File: src/rtl/rv_hart_sched_if.sv
// Command and issue bundle between the execute/fetch stages and the hart scheduler.
// master drives stall and hart commands and observes the issue; slave is the scheduler.
interface rv_hart_sched_if #(
  parameter int NHARTS = 4,
  parameter int TIDW   = 2
);
  logic              pipe_stall;
  logic              start_valid;
  logic [TIDW-1:0]   start_tid;
  logic              halt_valid;
  logic [TIDW-1:0]   halt_tid;
  logic              wait_valid;
  logic [TIDW-1:0]   wait_tid;
  logic [3:0]        wait_cycles;
  logic              issue_valid;
  logic [TIDW-1:0]   issue_tid;
  logic [NHARTS-1:0] run_mask;

  modport master (
    output pipe_stall, start_valid, start_tid, halt_valid, halt_tid,
           wait_valid, wait_tid, wait_cycles,
    input  issue_valid, issue_tid, run_mask
  );

  modport slave (
    input  pipe_stall, start_valid, start_tid, halt_valid, halt_tid,
           wait_valid, wait_tid, wait_cycles,
    output issue_valid, issue_tid, run_mask
  );
endinterface

File: src/rtl/rv_hart_sched.sv
// Round-robin barrel-thread issue scheduler with a per-hart minimum re-issue gap
// and run/idle/wait tracking driven by execute-stage commands.
module rv_hart_sched #(
  parameter int NHARTS  = 4,
  parameter int TIDW    = 2,
  parameter int MIN_GAP = 4
) (
  input  logic           clk,
  input  logic           rst,
  rv_hart_sched_if.slave bus
);
  typedef enum logic [1:0] {
    IDLE = 2'd0,
    RUN  = 2'd1,
    WAIT = 2'd2
  } hstate_e;

  localparam logic [2:0]      GAP_LD   = 3'(MIN_GAP - 1);
  localparam logic [TIDW-1:0] LAST_RST = TIDW'(NHARTS - 1);

  hstate_e           state_r [NHARTS];
  hstate_e           state_s [NHARTS];
  logic [2:0]        cool_r  [NHARTS];
  logic [2:0]        cool_s  [NHARTS];
  logic [3:0]        wcnt_r  [NHARTS];
  logic [3:0]        wcnt_s  [NHARTS];
  logic [TIDW-1:0]   last_r;
  logic              issue_valid_r;
  logic [TIDW-1:0]   issue_tid_r;
  logic [NHARTS-1:0] run_mask_r;
  logic [NHARTS-1:0] run_mask_s;
  logic              found_s;
  logic [TIDW-1:0]   grant_s;
  logic [3:0]        wait_ld_s;

  // Round-robin search starting just after the last issued hart; the last offset wraps back to it.
  always_comb begin
    logic [TIDW-1:0] idx_v;
    found_s = 1'b0;
    grant_s = last_r;
    idx_v   = last_r;
    for (int k = 1; k <= NHARTS; k++) begin
      idx_v = last_r + TIDW'(k);
      if (!found_s && (state_r[idx_v] == RUN) && (cool_r[idx_v] == 3'd0)) begin
        found_s = 1'b1;
        grant_s = idx_v;
      end else begin
        found_s = found_s;
      end
    end
  end

  // Per-hart next state, wait counter and cooldown.
  always_comb begin
    wait_ld_s  = (bus.wait_cycles == 4'd0) ? 4'd1 : bus.wait_cycles;
    run_mask_s = {NHARTS{1'b0}};
    for (int i = 0; i < NHARTS; i++) begin
      logic halt_v;
      logic wait_v;
      logic start_v;
      halt_v     = bus.halt_valid  && (bus.halt_tid  == TIDW'(i));
      wait_v     = bus.wait_valid  && (bus.wait_tid  == TIDW'(i));
      start_v    = bus.start_valid && (bus.start_tid == TIDW'(i));
      state_s[i] = state_r[i];
      wcnt_s[i]  = wcnt_r[i];
      cool_s[i]  = cool_r[i];

      // Cooldowns model in-flight instructions, so they only advance when the pipe moves.
      if (bus.pipe_stall) begin
        cool_s[i] = cool_r[i];
      end else if (found_s && (grant_s == TIDW'(i))) begin
        cool_s[i] = GAP_LD;
      end else if (cool_r[i] != 3'd0) begin
        cool_s[i] = cool_r[i] - 3'd1;
      end else begin
        cool_s[i] = 3'd0;
      end

      if (halt_v) begin
        state_s[i] = IDLE;
        wcnt_s[i]  = 4'd0;
      end else if (wait_v && (state_r[i] != IDLE)) begin
        state_s[i] = WAIT;
        wcnt_s[i]  = wait_ld_s;
      end else if (start_v) begin
        state_s[i] = RUN;
        wcnt_s[i]  = 4'd0;
      end else begin
        case (state_r[i])
          WAIT: begin
            if (wcnt_r[i] <= 4'd1) begin
              state_s[i] = RUN;
              wcnt_s[i]  = 4'd0;
            end else begin
              wcnt_s[i]  = wcnt_r[i] - 4'd1;
            end
          end
          RUN: begin
            state_s[i] = RUN;
            wcnt_s[i]  = 4'd0;
          end
          IDLE: begin
            state_s[i] = IDLE;
            wcnt_s[i]  = 4'd0;
          end
          default: begin
            state_s[i] = IDLE;
            wcnt_s[i]  = 4'd0;
          end
        endcase
      end
      run_mask_s[i] = (state_s[i] == RUN);
    end
  end

  // State, counters and registered issue outputs.
  always_ff @(posedge clk) begin
    if (rst) begin
      for (int i = 0; i < NHARTS; i++) begin
        state_r[i] <= (i == 0) ? RUN : IDLE;
        cool_r[i]  <= 3'd0;
        wcnt_r[i]  <= 4'd0;
      end
      last_r        <= LAST_RST;
      issue_valid_r <= 1'b0;
      issue_tid_r   <= {TIDW{1'b0}};
      run_mask_r    <= NHARTS'(1);
    end else begin
      for (int i = 0; i < NHARTS; i++) begin
        state_r[i] <= state_s[i];
        cool_r[i]  <= cool_s[i];
        wcnt_r[i]  <= wcnt_s[i];
      end
      run_mask_r <= run_mask_s;
      if (found_s && !bus.pipe_stall) begin
        issue_valid_r <= 1'b1;
        issue_tid_r   <= grant_s;
        last_r        <= grant_s;
      end else begin
        issue_valid_r <= 1'b0;
      end
    end
  end

  assign bus.issue_valid = issue_valid_r;
  assign bus.issue_tid   = issue_tid_r;
  assign bus.run_mask    = run_mask_r;
endmodule

File: src/flat_wrapper.sv
// flat-port wrapper written by rule: the top's interface ports become plain ports
module rv_hart_sched_flat 
#(
  parameter int NHARTS  = 4,
  parameter int TIDW    = 2,
  parameter int MIN_GAP = 4
)
  (clk, rst, bus_pipe_stall, bus_start_valid, bus_start_tid, bus_halt_valid, bus_halt_tid, bus_wait_valid, bus_wait_tid, bus_wait_cycles, bus_issue_valid, bus_issue_tid, bus_run_mask);
  rv_hart_sched_if #(.NHARTS(NHARTS), .TIDW(TIDW)) bus_i ();
  input  logic clk;
  input  logic rst;
  input wire logic [$bits(bus_i.pipe_stall)-1:0] bus_pipe_stall;
  input wire logic [$bits(bus_i.start_valid)-1:0] bus_start_valid;
  input wire logic [$bits(bus_i.start_tid)-1:0] bus_start_tid;
  input wire logic [$bits(bus_i.halt_valid)-1:0] bus_halt_valid;
  input wire logic [$bits(bus_i.halt_tid)-1:0] bus_halt_tid;
  input wire logic [$bits(bus_i.wait_valid)-1:0] bus_wait_valid;
  input wire logic [$bits(bus_i.wait_tid)-1:0] bus_wait_tid;
  input wire logic [$bits(bus_i.wait_cycles)-1:0] bus_wait_cycles;
  output wire logic [$bits(bus_i.issue_valid)-1:0] bus_issue_valid;
  output wire logic [$bits(bus_i.issue_tid)-1:0] bus_issue_tid;
  output wire logic [$bits(bus_i.run_mask)-1:0] bus_run_mask;
  assign bus_i.pipe_stall = bus_pipe_stall;
  assign bus_i.start_valid = bus_start_valid;
  assign bus_i.start_tid = bus_start_tid;
  assign bus_i.halt_valid = bus_halt_valid;
  assign bus_i.halt_tid = bus_halt_tid;
  assign bus_i.wait_valid = bus_wait_valid;
  assign bus_i.wait_tid = bus_wait_tid;
  assign bus_i.wait_cycles = bus_wait_cycles;
  assign bus_issue_valid = bus_i.issue_valid;
  assign bus_issue_tid = bus_i.issue_tid;
  assign bus_run_mask = bus_i.run_mask;
  rv_hart_sched #(.NHARTS(NHARTS), .TIDW(TIDW), .MIN_GAP(MIN_GAP)) u_core (.clk(clk), .rst(rst), .bus(bus_i));
endmodule
File: config.mk
export PLATFORM = sky130hd
export DESIGN_NAME = rv_hart_sched_flat
export DESIGN_NICKNAME = d
export VERILOG_FILES = /design/src/rtl/rv_hart_sched_if.sv /design/src/rtl/rv_hart_sched.sv /design/src/flat_wrapper.sv
export SDC_FILE = /design/constraint.sdc
export NUM_CORES = 1
export LEC_CHECK = 0
export ABC_AREA = 1
export CORE_UTILIZATION = 45
export DETAILED_ROUTE_END_ITERATION = 8
export PLACE_DENSITY_LB_ADDON = 0.25
export RECOVER_POWER = 50
export SETUP_SLACK_MARGIN = 0.3
export SYNTH_ARGS = -nofsm -noshare
export SYNTH_HDL_FRONTEND = slang
export SYNTH_SLANG_ARGS = --single-unit
File: constraint.sdc
create_clock -name clk -period 2.94 [get_ports clk]
set_clock_uncertainty 0.1 [all_clocks]
set_input_delay 0.588 -clock clk [delete_from_list [all_inputs] [get_ports clk]]
set_output_delay 0.588 -clock clk [all_outputs]
set_load 0.02 [all_outputs]
* Word level (Yosys, flattened, before mapping)
Memory sizes are Yosys's and may differ from the RTL's. A register that Yosys moved wholly into a read port is not among the register bits.
Index checks and enable logic that the tools add are counted.
** Word-level totals
- Register bits :: 9
- Bits in latches :: 0
- Bits in writable memories :: 36
- Bits in read-only memories :: 0
- Input port bits :: 16
- Output and inout port bits :: 7
- Logic and storage cells :: 192
- Memories :: 3
** Memories
- u_core.wcnt_r :: depth 4, width 4, rd ports 4, clocked after Yosys merged registers in 0, wr ports 4, RTL line rv_hart_sched.sv:25 : logic [3:0] wcnt_r [NHARTS];
- u_core.cool_r :: depth 4, width 3, rd ports 8, clocked after Yosys merged registers in 1, wr ports 4, RTL line rv_hart_sched.sv:23 : logic [2:0] cool_r [NHARTS];
- u_core.state_r :: depth 4, width 2, rd ports 8, clocked after Yosys merged registers in 1, wr ports 4, RTL line rv_hart_sched.sv:21 : hstate_e state_r [NHARTS];
** Operators by class
- Add/subtract/negate cells :: 11
- Multiply operators :: 0
- Divide/modulo/power cells :: 0
- $lt $le $gt $ge :: 4
- Eq/ne operators :: 28
- Shift-type cells :: 0
- Muxes and demuxes :: 81
- Bitwise gates (word level) :: 12
- Reductions and logical operators :: 49
** Operator list (number)
- two-way mux 4 bit :: 25
- two-way mux 2 bit :: 28
- two-way mux 3 bit :: 16
- == test 2 x 1 -> 1 bit, second input constant :: 16
- logical AND 1 bit :: 28
- == test 2 bit, second input constant :: 12
- <= comparator 4 x 1 -> 1 bit, second input constant :: 4
- case mux 2 bit (2 select lines) :: 4
- subtractor 4 x 1 -> 4 bit, second input constant :: 4
- zero test 3 bit :: 4
- OR 1 bit :: 12
- nonzero test 3 bit :: 4
- subtractor 3 x 1 -> 3 bit, second input constant :: 4
- zero test 2 bit :: 4
- two-way mux 1 bit :: 8
- nonzero test 2 bit :: 4
- adder 2 bit, second input constant :: 2
- zero test 1 bit :: 4
- zero test 4 bit :: 1
- adder 2 x 1 -> 2 bit, second input constant :: 1

* Depth between registers and ports, before layout
Gate-level depths: netlist (run 1).
An unclocked memory read counts as a cell.
- Word-level depth :: 22
- Gate-level depth with buffers :: 16
- Gate-level depth less buffers :: 16

* Least setup slack after synthesis (run 1)
Ideal clock, no wire load.
- Path type :: flip-flop to flip-flop
- Start point :: reg u_core.last_r[0]
- End point :: reg (tool-made name)
- Data arrival time :: 1495 ps
- Data required time :: 2698 ps
- Setup slack :: 1203 ps
- Cell stages (with the launch flop) :: 14
- Buffers on the path :: 2
- Period minus slack after synthesis :: 1737 ps
- Cells stage by stage :: dfxtp_1 -> buf_6 -> buf_12 -> o21a_1 -> nand3_1 -> nand2_2 -> nand2_4 -> nand2_2 -> nor2_1 -> nand2_2 -> nand2_2 -> inv_2 -> nand2_1 -> o211ai_1
** RTL lines
- start: declaration :: RTL line rv_hart_sched.sv:27 : logic [TIDW-1:0] last_r;
- start signal: assignment :: RTL line rv_hart_sched.sv:138 : last_r <= grant_s;

==> summary.txt, run 1 <==
layout cells sized above 1: 0.1242
FILL cells: 614
Syn Inst Count: 415
Yosys top cell area share: 0.3225
PortBufs: 22
Post-CTS Setup Bufs: 0
CP Launch Type: flip-flop
Syn Nets: 451
post-route ant nets: 0
Slew @ Worst Pin: 0.7174 ns
Cell Area, Synth: 2918 sq um
peak supply drop: 0.5546 mV
Yosys top cell by area: dfxtp_1
Ys Warns: 0
number of synthesized flops with an enable pin: 0
worst-skew pair later-pin latency: 0.30 ns
CTS sink cnt: 47
routed vias: 2,622
Top delay family on crit path: simple AND/OR/NAND/NOR gates
critical-path cell list: buf_4, nand2_1, o21a_1, nand3_1, nand2_2, nand2_4, nand2_2, nor2_1, nand2_2, nand2_2, inv_2, nand2_1, o211ai_1
Worst path max stage delay: 0.50 ns
Final WS setup: 0.8363 ns
final setup fails: 0
CTS tree: built
Rel. slew slack: 0.5181
first-pass GRT wire length: 11,120 um
status: finished clean
critical path's slowest cell: dfxtp_1
Area contributors post-synth: dfxtp_1, nand2_1, ha_1
DR WL/cell: 12.33 um
clock slew at reported path FFs: 0.08 ns
pwr dens: 676.1 nW/um^2
final slew viol count: 0
Ports: 23
total power draw: 2.220 mW
Leakage: 1.424 nW
DPL Wire Length: 4991 um
dpl ws: 0.6101 ns
vias in the first global route: 2,464
Worst Path Buf+Inv: 2
Final Hold Fails: 0
dominant synthesized flop cell: dfxtp_1
Die X: 82.53 um
Vias/cell: 5.062
CP Capture Type: flip-flop
register bit total from synthesis: 47
final worst-path cycle share: 0.7155
final worst path period need: 2.104 ns
GRT Resource Usage Total: 0.2158
Max Cap Viol: 0
hold buffers post-CTS: 0
Crit path arrival time: 2.15 ns
drc violations: 0
Core Area: 6096 sq um
CTS max path bufs: 2
final WL: 6385 um
synthesized area per cell: 7.031 sq um
clk root buf: clkbuf_8
total iterations of the first detailed-routing run: 4
1st-iter DRT viols: 132
die span in y: 82.53 um
Die Area: 6810 sq um
cell mode on critical path: nand2_2
Max Freq: 475.4 MHz
register area share after synthesis: 0.3225
unrepaired setup endpoints after global routing: false
Crit path required time: 2.99 ns
Crit Path Max Fanout: 15
post-route setup TNS: 0 ns
total CTS buffers: 5
Remaining Overflow, GRT: 0
# rows: 28
Post-DP Area: 3203 sq um
nets@finish: 478
fraction of registers with async set/reset: 0
Hold Path Class: reg2reg
H-tree depth: 2
Area Overhead vs Synth: 12.52%
cts repair resizes: 0
top post-synthesis cells by count: nand2_1, inv_1, dfxtp_1, nor2_1, nand3_1
ANT cells: 0
pin count of the biggest net entering global routing: 18
sequential cell area: 940.9 sq um
RePlAce Congestion: 0.8699
Final Cell Area: 3283 sq um
initial antenna violation count: 0
top-count cell post-synth: nand2_1
Starting Density: 0.4787
Synth cell types: 35
multi-input logic area: 1682 sq um
Setup CP Type: reg2reg
layout make-up:
type                    instances  share of cell area
inverters                      61             0.06974
flip-flops and latches         47              0.2866
multi-input cells             300              0.5122
well taps                      75             0.02858
clock buffers                   5             0.02096
repair buffers                 27             0.07736
clock inverters                 3            0.004573
layout by cell type, fill, tap and decap left out, types with 7 or more instances in the layout:
cell type,instances
nand2_2,16
nand3_1,27
nand2_1,92
inv_1,57
dlygate4sd3_1,9
a21oi_1,25
clkdlybuf4s50_1,13
nor3_1,11
nor2_1,28
o21ai_0,18
xor2_1,7
dfxtp_1,47
a31oi_1,8
nor2_2,8
ha_1,20
kinds of logic (layout without fill, tap and decap cells):
| kind of cell | count (synthesis) | in the layout | synth area share |
|---|---|---|---|
| AO/OA/AOI/OAI | 69 | 69 | 0.1368 |
| flip-flops | 47 | 47 | 0.3225 |
| buffers and inverters | 68 | 96 | 0.1012 |
| XOR/XNOR | 7 | 7 | 0.02101 |
| adder cells (fa/ha/maj) | 20 | 20 | 0.08576 |
| AND/OR/NAND/NOR | 204 | 204 | 0.3328 |
registers in the layout, indices dropped and copies added (netlist names), named ones only:
| register | count |
|---|---|
| u_core.bus.issue_tid | 2 |
| u_core.bus.issue_valid | 1 |
| u_core.bus.run_mask | 4 |
| u_core.cool_r | 12 |
| u_core.last_r | 2 |
| u_core.state_r | 8 |
| u_core.wcnt_r | 16 |
power breakdown:
part	leakage [nW]	total, mW	switching, mW	internal [mW]
Clock	0.0477	0.378	0.215	0.163
Combinational	0.994	1.06	0.699	0.364
Sequential	0.383	0.779	0.0704	0.709
tightest hold or removal path, delay by kind of cell, from the launching register on:
kind               cells  cell delay, ns
AOI/OAI and AO/OA      1            0.06
and+or+nand+nor        1            0.06
DFF                    1            0.32
path summary, 6_finish.rpt:
path	start	to	slack, ns	cells after the start
setup / recovery	u_core.last_r[0]	flip-flop	0.84	13
hold / removal	u_core.bus.issue_tid[0]	u_core.bus.issue_tid[0]	0.37	2
setup reg to reg	u_core.last_r[0]	flip-flop	0.84	13
hold reg to reg	u_core.bus.issue_tid[0]	u_core.bus.issue_tid[0]	0.37	2
metrics by stage:
stage,hold WS (ns),cells,utilization
after floorplan,0.3577,415,-
after global placement,0.3644,510,0.5255
after detailed placement,0.3591,510,0.5255
after CTS,0.3769,518,0.5392
after global routing,0.4027,518,0.5386
final,0.3689,518,0.5386
routing by layer:
layer | global-route usage | part of all wire
met4 | 0.06034 | 0.010
met2 | 0.3496 | 0.44
met1 | 0.2938 | 0.51
met5 | 0 | 0
met3 | 0.03736 | 0.039
No activity file was read; power rests on OpenSTA's default activity.
==> run 2, diff against run 1 <==
==> constraint.sdc (replaced) <==
create_clock -name clk -period 2 [get_ports clk]
set_clock_uncertainty 0.1 [all_clocks]
set_input_delay 0.4 -clock clk [delete_from_list [all_inputs] [get_ports clk]]
set_output_delay 0.4 -clock clk [all_outputs]
set_load 0.02 [all_outputs]
==> run 2 against run 1 <==
  * Non-clock buffer count grew 20
  * Routed wire length grew 12%
  * Sequential power grew 46%
  * Sequential share of layout area shrank 2.0 points
==> summary.txt, run 2 (synthesized netlist as in run 1, its figures left out) <==
final setup fails: 0 (unchanged)
Die Area: 6810 sq um (unchanged)
pwr dens: 1081 nW/um^2 (+60%)
# rows: 28 (unchanged)
Core Util, Final: 0.5878 (+0.04926)
max FFs per register: 16 (unchanged)
ANT cells: 0 (unchanged)
die span in y: 82.53 um (unchanged)
RePlAce Congestion: 0.9239 (+6.2%)
r2r startpoint: u_core.last_r[0]
Worst Hold Launch: u_core.bus.issue_tid[0]
final slew viol count: 0 (unchanged)
Rel. slew slack: 0.7425 (+0.2244)
total iterations of the first detailed-routing run: 4 (unchanged)
worst-skew pair later-pin latency: 0.30 ns (about the same)
Slew @ Worst Pin: 0.3858 ns (-0.3315 ns)
final worst path period need: 1.931 ns (-0.1729 ns)
CTS sink cnt: 47 (unchanged)
Hold Path Class: reg2reg
Top reg by flops: u_core.wcnt_r
Core Area: 6096 sq um (unchanged)
layout cells sized above 1: 0.2359 (+0.1118)
register-to-register setup slack: 0.07 ns (-0.77 ns)
most frequent cells in the layout: nand2_1, inv_1, dfxtp_1, a21oi_1, nand3_1
Leakage: 1.558 nW (+9.4%)
routed vias: 2,793 (+6.5%)
Final Cell Area: 3583 sq um (+9.1%)
hold buffers post-CTS: 0 (unchanged)
Post-DP Area: 3322 sq um (+3.7%)
PortBufs: 22 (unchanged)
Vias/cell: 5.201 (+2.8%)
sequential cell area: 955.9 sq um (+1.6%)
post-route ant nets: 0 (unchanged)
Ports: 23 (unchanged)
Final Hold Fails: 0 (unchanged)
most common cell after layout, fill and taps aside: nand2_1
nets@finish: 498 (+4.2%)
Max Freq: 517.9 MHz (+9.0%)
post-route setup TNS: 0 ns (unchanged)
Crit path arrival time: 1.99 ns (-0.16 ns)
unrepaired setup endpoints after global routing: true
1st-iter DRT viols: 200 (+52%)
CP Launch Point: u_core.last_r[0]
met2 usage: 0.3793 (+0.02975)
Most Crowded Layer GR: met2
Area Overhead vs Synth: 22.81%
multi-input logic area: 1809 sq um (+7.6%)
Crit Path Max Fanout: 5 (-10)
GRT Resource Usage Total: 0.2249 (+0.009058)
Remaining Overflow, GRT: 0 (unchanged)
CP Capture Type: flip-flop
Die X: 82.53 um (unchanged)
Crit path required time: 2.06 ns (-0.93 ns)
pin count of the biggest net entering global routing: 14 (-4)
CTS tree: built
Starting Density: 0.4787 (unchanged)
Max Cap Viol: 0 (unchanged)
clk root buf: clkbuf_8
final worst-path cycle share: 0.9654 (+0.2499)
total CTS buffers: 5 (unchanged)
vias in the first global route: 2,561 (+3.9%)
CP Launch Type: flip-flop
GRT met1 Usage: 0.2900 (-0.003862)
met3 Track Usage GR: 0.03516 (-0.002198)
drc violations: 0 (unchanged)
status: finished clean
FILL cells: 585 (-4.7%)
first-pass GRT wire length: 11,560 um (+4.0%)
CTS max path bufs: 2 (unchanged)
Setup CP Type: reg2reg
DR WL/cell: 13.31 um (+7.9%)
H-tree depth: 2 (unchanged)
initial antenna violation count: 0 (unchanged)
DPL Wire Length: 5243 um (+5.0%)
biggest regs: u_core.wcnt_r: 16 flops, u_core.cool_r: 12 flops, u_core.state_r: 8 flops
final WL: 7145 um (+12%)
peak supply drop: 0.8816 mV (+59%)
clock slew at reported path FFs: 0.08 ns (about the same)
[run 2: changes by cell type in the layout (fill, tap and decap cells not counted), sizes merged]
cell,before,now
buf,4,21
dlygate4sd2,0,7
dlygate4sd3,9,2
clkbuf,6,10
clkinv,3,1
[run 2: path summary, 6_finish.rpt]
path,end,cells past startpoint
setup / recovery,u_core.last_r[1],13
hold / removal,u_core.bus.issue_tid[0],2
setup reg to reg,u_core.last_r[1],13
hold reg to reg,u_core.bus.issue_tid[0],2
[run 2: worst max-delay path, cell delays in order (launching register included)]
cell	delay, ns
dfxtp_4	0.38
buf_6	0.13
nor2_2	0.09
nand3_1	0.11
nand2_2	0.11
nand3_1	0.09
nand2_2	0.12
nand2_1	0.08
nand3_1	0.10
nand2_2	0.08
nor2_4	0.16
inv_2	0.08
nand2_2	0.07
o211ai_1	0.11
[run 2: layer usage]
metal / share of wire / vias to the layer above
met3: 0.050 / 12
li1: - / 1440
met2: 0.48 / 58
met5: 0 / -
met1: 0.46 / 1283
met4: 0.018 / 0
[run 2: repair_timing]
| action | CTS | global route |
|---|---|---|
| setup endpoints to repair | 30 | 39 |
| pin swaps | 14 | 5 |
| resized for setup | 38 | 26 |
| gates cloned | 2 | 0 |
| buffers inserted | 4 | 0 |
| hold endpoints to repair | 0 | 0 |
[run 2: final cells by class]
| class | count | area share |
|---|---|---|
| clock buffer | 6 | 0.02304 |
| sequential | 47 | 0.2668 |
| clock inverter | 1 | 0.001397 |
| tap | 75 | 0.02619 |
| inverter | 61 | 0.06599 |
| multi-input combinational | 300 | 0.5049 |
| timing repair buffer | 47 | 0.1117 |
[run 2: metrics by stage]
step,worst slack (ns),cells,hold WS [ns],total power [mW]
floorplan,0.2923,415,0.3577,2.481
global placement,0.07604,524,0.3628,2.836
detailed placement,0.07802,524,0.3586,2.865
CTS,0.1488,537,0.3714,3.724
global route,-0.04966,537,0.4037,4.138
finish,0.06919,537,0.3681,3.872
[run 2: where the power goes]
| group | internal (mW) | switching [mW] | total, mW |
|---|---|---|---|
| Combinational | 0.830 | 1.32 | 2.15 |
| Sequential | 1.05 | 0.0878 | 1.14 |
| Clock | 0.272 | 0.313 | 0.585 |
| Total | 2.15 | 1.72 | 3.87 |
